## config.mk

```make
export PLATFORM = sky130hd
export DESIGN_NAME = uart_rx_core_flat
export DESIGN_NICKNAME = d
export VERILOG_FILES = /design/src/rtl/uart_pkg.sv /design/src/rtl/uart_rx_core_if.sv /design/src/rtl/uart_sync2.sv /design/src/rtl/uart_rx_core.sv /design/src/flat_wrapper.sv
export SDC_FILE = /design/constraint.sdc
export NUM_CORES = 1
export LEC_CHECK = 0
export ABC_AREA = 1
export CAP_MARGIN = 15
export CORE_MARGIN = 2
export CORE_UTILIZATION = 50
export CTS_BUF_LIST = sky130_fd_sc_hd__clkbuf_16
export DETAILED_ROUTE_END_ITERATION = 7
export PLACE_DENSITY = 0.75
export SETUP_SLACK_MARGIN = 0.5
export SLEW_MARGIN = 20
export SYNTH_ARGS = -nofsm -noshare
export SYNTH_HDL_FRONTEND = slang
export SYNTH_SLANG_ARGS = --single-unit
export TNS_END_PERCENT = 1
```

## constraint.sdc

```tcl
create_clock -name clk -period 1.45 [get_ports clk]
set_input_delay 0.2175 -clock clk [delete_from_list [all_inputs] [get_ports clk]]
set_output_delay 0.2175 -clock clk [all_outputs]
set_load 0.01 [all_outputs]
```

## src/rtl/uart_pkg.sv

```systemverilog
// Shared UART types, constants and helpers.
// Used by the receive engine and the transmitter.
package uart_pkg;

  localparam int OVERSAMPLE_DEF = 16;
  localparam int MID_DEF        = 7;

  localparam logic [1:0] WLS_5 = 2'b00;
  localparam logic [1:0] WLS_6 = 2'b01;
  localparam logic [1:0] WLS_7 = 2'b10;
  localparam logic [1:0] WLS_8 = 2'b11;

  typedef enum logic [2:0] {
    IDLE,
    START,
    DATA,
    PARITY,
    STOP,
    BRK_WAIT
  } rx_state_t;

  // Index of the last data bit for a word length.
  function automatic logic [2:0] last_bit(
    input logic [1:0] wls
  );
    logic [2:0] r;
    r = 3'd7;
    unique case (wls)
      WLS_5: r = 3'd4;
      WLS_6: r = 3'd5;
      WLS_7: r = 3'd6;
      WLS_8: r = 3'd7;
      default: r = 3'd7;
    endcase
    return r;
  endfunction

  // Expected parity bit; unused data MSBs must be zero.
  function automatic logic parity_calc(
    input logic [7:0] d,
    input logic       eps,
    input logic       sp
  );
    return sp ? ~eps : ((^d) ^ ~eps);
  endfunction

endpackage

```

## src/rtl/uart_rx_core_if.sv

```systemverilog
// Push bundle from the receive engine
// into the RX FIFO / LSR logic.
interface uart_rx_core_if;
  logic [7:0] rx_data;
  logic       rx_pe;
  logic       rx_fe;
  logic       rx_bi;
  logic       rx_push;

  modport master (
    output rx_data, rx_pe, rx_fe,
    output rx_bi, rx_push
  );

  modport slave (
    input rx_data, rx_pe, rx_fe,
    input rx_bi, rx_push
  );
endinterface

```

## src/rtl/uart_sync2.sv

```systemverilog
// Two-flop synchronizer for an asynchronous
// input, with a configurable reset value.
module uart_sync2 #(
  parameter logic RST_VAL = 1'b1
) (
  input  logic clk,
  input  logic rst,
  input  logic d,
  output logic q
);

  logic [1:0] ff_q;

  always_ff @(posedge clk) begin
    if (!rst) ff_q <= {2{RST_VAL}};
    else      ff_q <= {ff_q[0], d};
  end

  assign q = ff_q[1];

endmodule

```

## src/rtl/uart_rx_core.sv

```systemverilog
// 16x oversampling UART receive engine:
// deframes 5-8 data bits, parity, stop.
module uart_rx_core
  import uart_pkg::*;
#(
  parameter int OVERSAMPLE = OVERSAMPLE_DEF,
  parameter int MID        = MID_DEF
) (
  input  logic       clk,
  input  logic       rst,
  input  logic       baud_pulse,
  input  logic       rx,
  input  logic [1:0] wls,
  input  logic       stb,
  input  logic       pen,
  input  logic       eps,
  input  logic       sp,
  uart_rx_core_if.master rxf,
  output logic       rx_busy
);

  rx_state_t  state_q, state_d;
  logic [3:0] cnt_q, cnt_d;
  logic [2:0] idx_q, idx_d;
  logic [7:0] sh_q, sh_d;
  logic       zero_q, zero_d;
  logic       perr_q, perr_d;
  logic [1:0] wls_q, wls_d;
  logic       pen_q, pen_d;
  logic       eps_q, eps_d;
  logic       sp_q, sp_d;
  logic [7:0] data_q, data_d;
  logic       pe_q, pe_d;
  logic       fe_q, fe_d;
  logic       bi_q, bi_d;
  logic       push_q, push_d;
  logic       rxs;
  logic       t_mid, t_last;

  // Only the first stop bit is ever checked.
  logic unused_stb;
  assign unused_stb = stb;

  uart_sync2 #(.RST_VAL(1'b1)) u_sync (
    .clk (clk),
    .rst (rst),
    .d   (rx),
    .q   (rxs)
  );

  assign t_mid  = baud_pulse &&
                  (cnt_q == 4'(MID));
  assign t_last = baud_pulse &&
                  (cnt_q == 4'(OVERSAMPLE - 1));

  always_ff @(posedge clk) begin
    if (!rst) state_q <= IDLE;
    else      state_q <= state_d;
  end

  always_comb begin
    state_d = state_q;
    unique case (state_q)
      IDLE:
        if (baud_pulse && !rxs)
          state_d = START;
      START:
        if (t_mid)
          state_d = rxs ? IDLE : DATA;
      DATA:
        if (t_last &&
            idx_q == last_bit(wls_q))
          state_d = pen_q ? PARITY : STOP;
      PARITY:
        if (t_last) state_d = STOP;
      STOP:
        if (t_last)
          state_d = (zero_q && !rxs) ?
                    BRK_WAIT : IDLE;
      BRK_WAIT:
        if (rxs) state_d = IDLE;
      default: state_d = IDLE;
    endcase
  end

  always_comb begin
    cnt_d  = cnt_q;
    idx_d  = idx_q;
    sh_d   = sh_q;
    zero_d = zero_q;
    perr_d = perr_q;
    wls_d  = wls_q;
    pen_d  = pen_q;
    eps_d  = eps_q;
    sp_d   = sp_q;
    data_d = data_q;
    pe_d   = pe_q;
    fe_d   = fe_q;
    bi_d   = bi_q;
    push_d = 1'b0;
    unique case (state_q)
      IDLE:
        if (baud_pulse && !rxs) begin
          cnt_d = '0;
          wls_d = wls;
          pen_d = pen;
          eps_d = eps;
          sp_d  = sp;
        end
      START:
        if (t_mid) begin
          // Realign so later samples hit cnt==15.
          cnt_d  = '0;
          idx_d  = '0;
          sh_d   = '0;
          zero_d = 1'b1;
          perr_d = 1'b0;
        end else if (baud_pulse) begin
          cnt_d = cnt_q + 4'd1;
        end
      DATA: begin
        if (baud_pulse) cnt_d = cnt_q + 4'd1;
        if (t_last) begin
          sh_d[idx_q] = rxs;
          zero_d      = zero_q & ~rxs;
          idx_d       = idx_q + 3'd1;
        end
      end
      PARITY: begin
        if (baud_pulse) cnt_d = cnt_q + 4'd1;
        if (t_last) begin
          perr_d = rxs ^ parity_calc(
                     sh_q, eps_q, sp_q);
          zero_d = zero_q & ~rxs;
        end
      end
      STOP: begin
        if (baud_pulse) cnt_d = cnt_q + 4'd1;
        if (t_last) begin
          data_d = sh_q;
          pe_d   = perr_q;
          fe_d   = ~rxs;
          bi_d   = zero_q & ~rxs;
          push_d = 1'b1;
        end
      end
      BRK_WAIT: ;
      default: ;
    endcase
  end

  always_ff @(posedge clk) begin
    if (!rst) begin
      cnt_q  <= '0;
      idx_q  <= '0;
      sh_q   <= '0;
      zero_q <= 1'b0;
      perr_q <= 1'b0;
      wls_q  <= WLS_8;
      pen_q  <= 1'b0;
      eps_q  <= 1'b0;
      sp_q   <= 1'b0;
      data_q <= '0;
      pe_q   <= 1'b0;
      fe_q   <= 1'b0;
      bi_q   <= 1'b0;
      push_q <= 1'b0;
    end else begin
      cnt_q  <= cnt_d;
      idx_q  <= idx_d;
      sh_q   <= sh_d;
      zero_q <= zero_d;
      perr_q <= perr_d;
      wls_q  <= wls_d;
      pen_q  <= pen_d;
      eps_q  <= eps_d;
      sp_q   <= sp_d;
      data_q <= data_d;
      pe_q   <= pe_d;
      fe_q   <= fe_d;
      bi_q   <= bi_d;
      push_q <= push_d;
    end
  end

  assign rxf.rx_data = data_q;
  assign rxf.rx_pe   = pe_q;
  assign rxf.rx_fe   = fe_q;
  assign rxf.rx_bi   = bi_q;
  assign rxf.rx_push = push_q;
  assign rx_busy     = (state_q != IDLE);

endmodule
```

## src/flat_wrapper.sv

```systemverilog
// flat-port wrapper written by rule: the top's interface ports become plain ports
module uart_rx_core_flat import uart_pkg::*;
#(
  parameter int OVERSAMPLE = OVERSAMPLE_DEF,
  parameter int MID        = MID_DEF
)
  (clk, rst, baud_pulse, rx, wls, stb, pen, eps, sp, rx_busy, rxf_rx_data, rxf_rx_pe, rxf_rx_fe, rxf_rx_bi, rxf_rx_push);
  uart_rx_core_if rxf_i ();
  input  logic clk;
  input  logic rst;
  input  logic baud_pulse;
  input  logic rx;
  input  logic [1:0] wls;
  input  logic stb;
  input  logic pen;
  input  logic eps;
  input  logic sp;
  output logic rx_busy;
  output wire logic [$bits(rxf_i.rx_data)-1:0] rxf_rx_data;
  output wire logic [$bits(rxf_i.rx_pe)-1:0] rxf_rx_pe;
  output wire logic [$bits(rxf_i.rx_fe)-1:0] rxf_rx_fe;
  output wire logic [$bits(rxf_i.rx_bi)-1:0] rxf_rx_bi;
  output wire logic [$bits(rxf_i.rx_push)-1:0] rxf_rx_push;
  assign rxf_rx_data = rxf_i.rx_data;
  assign rxf_rx_pe = rxf_i.rx_pe;
  assign rxf_rx_fe = rxf_i.rx_fe;
  assign rxf_rx_bi = rxf_i.rx_bi;
  assign rxf_rx_push = rxf_i.rx_push;
  uart_rx_core #(.OVERSAMPLE(OVERSAMPLE), .MID(MID)) u_core (.clk(clk), .rst(rst), .baud_pulse(baud_pulse), .rx(rx), .wls(wls), .stb(stb), .pen(pen), .eps(eps), .sp(sp), .rxf(rxf_i), .rx_busy(rx_busy));
endmodule
```

### Yosys cells after proc, flatten, opt, wreduce, memory -nomap -nowiden

Index checks and enable logic that the tools add are counted.
Widths: inputs -> output; s select.

| storage, ports and cells | value |
|---|---|
| flip-flop bits (word level) | 39 |
| bits of input ports | 10 |
| output and inout port bits | 13 |
| word-level logic and storage cells | 102 |

| operators by class | value |
|---|---|
| $add $sub $neg | 2 |
| order comparisons | 2 |
| eq/ne operators | 19 |
| muxes and demuxes | 33 |
| bitwise operators | 5 |
| reductions and logical operators | 25 |

Operators by type and width:

| cell | number |
|---|---|
| $mux 3 | 11 |
| $pmux 3 s6 | 1 |
| $mux 8 | 2 |
| $pmux 8 s2 | 1 |
| $ne 2x1->1 const B | 7 |
| $mux 4 | 3 |
| $pmux 3 s4 | 1 |
| $pmux 4 s3 | 1 |
| $reduce_and 3->1 | 3 |
| $bwmux 8 | 1 |
| $reduce_and 2->1 | 4 |
| $reduce_xor 8->1 | 1 |
| $mux 1 | 7 |
| $eq 3x2->1 const B | 2 |
| $eq 3x3->1 const B | 2 |
| $logic_and 1x1->1 | 6 |
| $pmux 3 s2 | 1 |
| $reduce_and 6->1 | 1 |
| $reduce_bool 2->1 | 3 |
| $reduce_bool 3->1 | 2 |
| $add 4x1->4 const B | 1 |
| $eq 2x2->1 const B | 2 |
| $eq 4x3->1 const B | 1 |
| $eq 4x4->1 const B | 1 |
| other kinds (18) | 21 |

### Depth between registers and ports, before layout

| depth | value |
|---|---|
| depth in word-level cells | 7 |
| depth in mapped cells | 12 |
| mapped depth without buffers | 12 |

### Modules after synthesis

Synthesis repeated with hierarchy kept, for this count alone.

| unflattened totals | value |
|---|---|
| cell total of the unflattened synthesis | 293 |
| area total of the unflattened synthesis | 2030.7 um^2 |

By module, submodules not included:

| module | instances | cells each | area each (um^2) | sequential area each (um^2) |
|---|---|---|---|---|
| uart_rx_core | 1 | 287 | 1975.6 | 740.7 |
| uart_sync2 | 1 | 6 | 55.1 | 40.0 |

### Worst setup path before layout

OpenSTA, ideal clock, no wires.

| path | value |
|---|---|
| path type | flip-flop to flip-flop |
| start | reg u_core.cnt_q[0] |
| end | reg u_core.cnt_q[2] |
| library setup time | 0.110 ns |
| arrival time | 1.374 ns |
| data required time | 1.340 ns |
| slack | -0.035 ns |
| cell stages (with the launch flop) | 11 |
| path buffers | 0 |
| period minus slack after synthesis | 1.485 ns |
| cells stage by stage | dfxtp_1 ha_1 inv_1 nor2_1 nand2_1 nand2_2 nand3_1 o21ai_0 inv_1 nand3_1 inv_1 |

| on the way | value |
|---|---|
| longest elaborated chain between the ends | 4 |
| elaborated cells between the ends (all ways) | 6 |
| those cells by class | add/sub: 1; eq/ne: 1; mux: 3; reduce/logical: 1 |

Ends and longest elaborated chain:

| item | RTL line | RTL |
|---|---|---|
| start, declared | uart_rx_core.sv:23 | `logic [3:0] cnt_q, cnt_d;` |
| start signal, assigned | uart_rx_core.sv:169 | `cnt_q <= cnt_d;` |
| $add 4x1->4 or $eq 4x3->1 (tied branches) | n/a |  |
| $mux 4 or $logic_and 1x1->1 (tied branches) | n/a |  |
| $mux 4 | uart_rx_core.sv:111 | `if (t_mid) begin` |
| $pmux 4 s3 (*) | uart_rx_core.sv:101 | `unique case (state_q)` |

Every way passes the cells marked *; elsewhere a longest branch is shown, timed or not.
A chain may end at the register's enable or synchronous reset.

### Worst setup path after layout

| path | value |
|---|---|
| start | reg u_core.cnt_q[1] |
| end | reg u_core.zero_q |

| on the way | value |
|---|---|
| longest elaborated chain between the ends | 4 |
| elaborated cells between the ends (all ways) | 7 |
| those cells by class | eq/ne: 4; reduce/logical: 3 |

Ends and longest elaborated chain:

| item | RTL line | RTL |
|---|---|---|
| $eq 4x4->1 or $eq 4x3->1 (tied branches) | uart_rx_core.sv:54, uart_rx_core.sv:52 |  |
| $logic_and 1x1->1 (on tied branches) | uart_rx_core.sv:53, uart_rx_core.sv:51 |  |
| $ne 2x1->1 (no source line) | n/a |  |
| $reduce_and 3->1 (no source line) (*) | n/a |  |
| end signal, assigned | uart_rx_core.sv:172 | `zero_q <= zero_d;` |
| end, declared | uart_rx_core.sv:26 | `logic zero_q, zero_d;` |

Marks and branches as above.

==> results summary <==
The overall die width is a little under 70 um. The most frequent standard cell in the layout excluding fill and tap cells is nand2_1. In the layout the commonest cells are nand2_1, inv_1, nor2_1. In this run, synthesis produced a sequential element count of 39.

The number of DRC violations after detailed-routing iteration 0 came out at 75. The area added between synthesis and finish is 41.99%. The floorplan step set the die height to between 60 and 70 um. TritonCTS built the clock tree. The largest net degree at the start of global routing is 20. Of the total power, registers draw around 30%. The switching power of the nets came out at around 1.6 mW.

Cells fill 72.55% of the core in the end. In this run, CTS created clock tree buffers numbering 5. The clock insertion delay at the later pin of the skew report is between 0.2 and 0.3 ns.

The post-route worst setup slack came out at -0.07805 ns. At the worst endpoint, the arrival time is 1.71 ns. The aggregate routed wire length is slightly above 5000 um. The proportion of power drawn by the clock network came out at 28.4%. The internal power is roughly 2.8 mW.

The number of global-route vias before repair came out at between 1500 and 2000. The via count of the routed design came out at a little over 2000. The required time of the critical path came out at approximately 1.6 ns.

Counting along the longest clock path gives a buffer depth of 2. The achievable frequency is roughly 650 MHz. The starting utilization of the core area is about 51%.

The placeable core region is between 3000 and 4000 sq um. The total congestion overflow after global routing is 0. Synthesis handed over a netlist of around 300 instances. The total area of multi-input combinational cells is 1135 sq um. The final reports fail on negative setup slack. The number of library cell types mapped by synthesis came out at 33. The areal power density over the cells is 1552 nW/um^2. Setup repair after global routing could not meet its margin everywhere.

The leakage power figure is around 1.3 nW. In the final routed layout, each cell accounts on average for ~12 um. OpenSTA, run right after detailed placement, puts the worst setup slack at -0.3771 ns. The share of post-route cells with drive strength above 1 is between 30% and 40%.

The normalized max-slew margin came out at 80.67%. The slew at the pin closest to its max-slew limit came out at between 0.2 and 0.3 ns. The worst setup path is captured at a flop. Clock tree synthesis found a total of 39 sinks. The die area came out at 4553 sq um. The flow ran to the end, but the final reports show violations. The number of ports placed on the die boundary is 23. The number of placement rows came out at 23. After layout, the worst path uses 105.4% of the clock period. At the end of routability-driven placement, the weighted congestion stood at between 0.8 and 0.9. Per report_power, the combinational group accounts for 42.1% of the total.

The total inserted antenna cells is 0. The post-detailed-route via-to-cell ratio came out at about 5.0. The critical path class is flop to flop. The synthesized netlist occupies a cell area of ~2000 sq um. The minimum clock period came out at ~1.5 ns. Overall power consumption after layout is estimated at 4.439 mW.

CTS placed an instance of clkbuf_16 at the clock tree root. The post-synthesis net count came out at 309. The final-report max-slew violation count is 0. The detail route stage leaves a number of antenna-violating nets equal to 0. The path class of the tightest hold or removal check is flop to flop. The number of antenna violations at the first check in global routing is 0. The total track usage came out at between 20 and 25%.

The maximum level of the CTS H-tree is 2. The number of warnings reported in the yosys synthesis log is 0. The total DRC errors in the routed layout came out at 0. The register cell area after layout came out at about 810 sq um. Setup violations remaining at the end of the flow were counted as 7. The number of buffers inserted by hold repair at cts is 0. The number of fill cells in the layout is 306. The startpoint class of the critical path is a flop. The half-perimeter wire length after detailed placement came out at approximately 3300 um. Max-cap violations in this run came to 0. Port buffering added 21 buffers.

For this run, the post-layout net count is about 370. The biggest fanout along the worst timing path is 4. The proportion of synthesized chip area in sequential cells is between 30% and 40%. The first global-routing pass estimated 8500 um of wire. For this run, the detailed router's first-pass iteration total came to 4. On the final layout, the worst hold slack is 0.4155 ns.

IR analysis of the VDD net gives a maximum drop of 0.8893 mV. Net switching is between 30% and 40% of the power. The register-to-register path setup slack is -0.08 ns. Across the routed clock network, the largest skew measured is ~0.0054 ns. The clock-pin transition on the worst setup and hold timing paths came out at approximately 0.060 ns.

In this run the mean area of a mapped cell was just under 7 sq um. The final hold violation count came out at 0.
state kept, by name, indices dropped and copies added (netlist names), 2 cells and up:
signal / cells
u_core.u_sync.ff_q: 2
u_core.rxf.rx_data: 8
u_core.wls_q: 2
u_core.sh_q: 8
u_core.state_q: 3
u_core.idx_q: 3
u_core.cnt_q: 4
path summary, 6_finish.rpt:
| path | startpoint | endpoint | depth (start not counted) |
|---|---|---|---|
| max | u_core.cnt_q[1]$_SDFFE_PN0P_ | u_core.zero_q$_SDFFE_PN0P_ | 10 |
| min | u_core.u_sync.ff_q[0]$_SDFF_PN1_ | u_core.u_sync.ff_q[1]$_SDFF_PN1_ | 1 |
| max reg2reg | u_core.cnt_q[1]$_SDFFE_PN0P_ | u_core.zero_q$_SDFFE_PN0P_ | 10 |
| min reg2reg | u_core.u_sync.ff_q[0]$_SDFF_PN1_ | u_core.u_sync.ff_q[1]$_SDFF_PN1_ | 1 |
through the flow:
stage	TNS (ns)	cells	instance area, sq um
finish	-0.1717	406	2860
global route	-1.971	406	2860
CTS	-0.04420	402	2758
detailed placement	-8.714	388	2497
global placement	-7.877	388	2497
floorplan	0	297	2037
kinds of logic (layout without fill, tap and decap cells):
logic type | after synthesis | after routing | share of synthesized area, %
adders and majority gates | 2 | 2 | 1.242
and+or+nand+nor | 146 | 146 | 31.68
AOI/OAI and AO/OA | 59 | 59 | 16.90
xor gates and xnor gates | 4 | 4 | 1.739
buffers and inverters | 47 | 106 | 9.690
DFF | 39 | 39 | 38.76
synth_stat cells (all sizes together):
master	number	area [sq um]
a211oi	2	20.02
a21oi	23	118.9
a311oi	1	8.760
buf	3	17.52
clkbuf	2	7.510
clkinv	1	16.27
dfxtp	39	780.8
ha	2	25.02
inv	41	153.9
nand2	86	364.1
nand3	13	65.06
nand4	2	12.51
nor2	39	153.9
nor3	4	30.03
o211ai	2	20.02
o21ai	30	165.2
o21bai	1	7.510
or2	2	12.51
xnor2	1	8.760
xor2	3	26.28
repair_timing:
| action | in CTS | in global routing |
|---|---|---|
| pin swaps | 16 | 10 |
| setup buffers | 5 | 4 |
| gates resized for setup | 87 | 21 |
| cloned | 1 | 0 |
| endpoints found under the setup margin | 52 | 49 |
metal layers:
| metal | share of wire (%) | GRT usage (%) | routed length, um | up-vias |
|---|---|---|---|---|
| li1 | - | - | - | 1060 |
| met1 | 47 | 30.76 | 2381 | 908 |
| met2 | 47 | 40.44 | 2396 | 40 |
| met3 | 3.4 | 7.000 | 173 | 9 |
| met4 | 1.9 | 10.71 | 95 | 0 |
| met5 | 0 | 0 | 0 | - |
worst max-delay path: stages (launching register included):
cell	delay [ns]
dfxtp_2	0.35
ha_4	0.14
inv_2	0.05
nor2_4	0.09
nand2_1	0.07
nand2_2	0.12
buf_4	0.12
buf_4	0.09
buf_4	0.10
a21oi_1	0.07
a311oi_1	0.23
power by group through the flow:
stage / sequential [mW] / combinational (mW) / clock (mW)
after global placement: 1.31 / 1.48 / 0
final: 1.31 / 1.87 / 1.26
after floorplan: 1.29 / 0.951 / 0
after detailed placement: 1.31 / 1.50 / 0
after global routing: 1.32 / 2.05 / 1.32
after CTS: 1.31 / 1.72 / 1.27
area by class of cell:
type / instances / area share (%)
timing repair buffer: 55 / 17.72
sequential: 39 / 28.26
inverter: 42 / 5.949
timing repair inverter: 1 / 0.3062
multi-input combinational: 211 / 39.68
clock inverter: 3 / 1.531
clock buffer: 5 / 4.374
tap: 50 / 2.187
No activity file was read; power rests on OpenSTA's default activity.
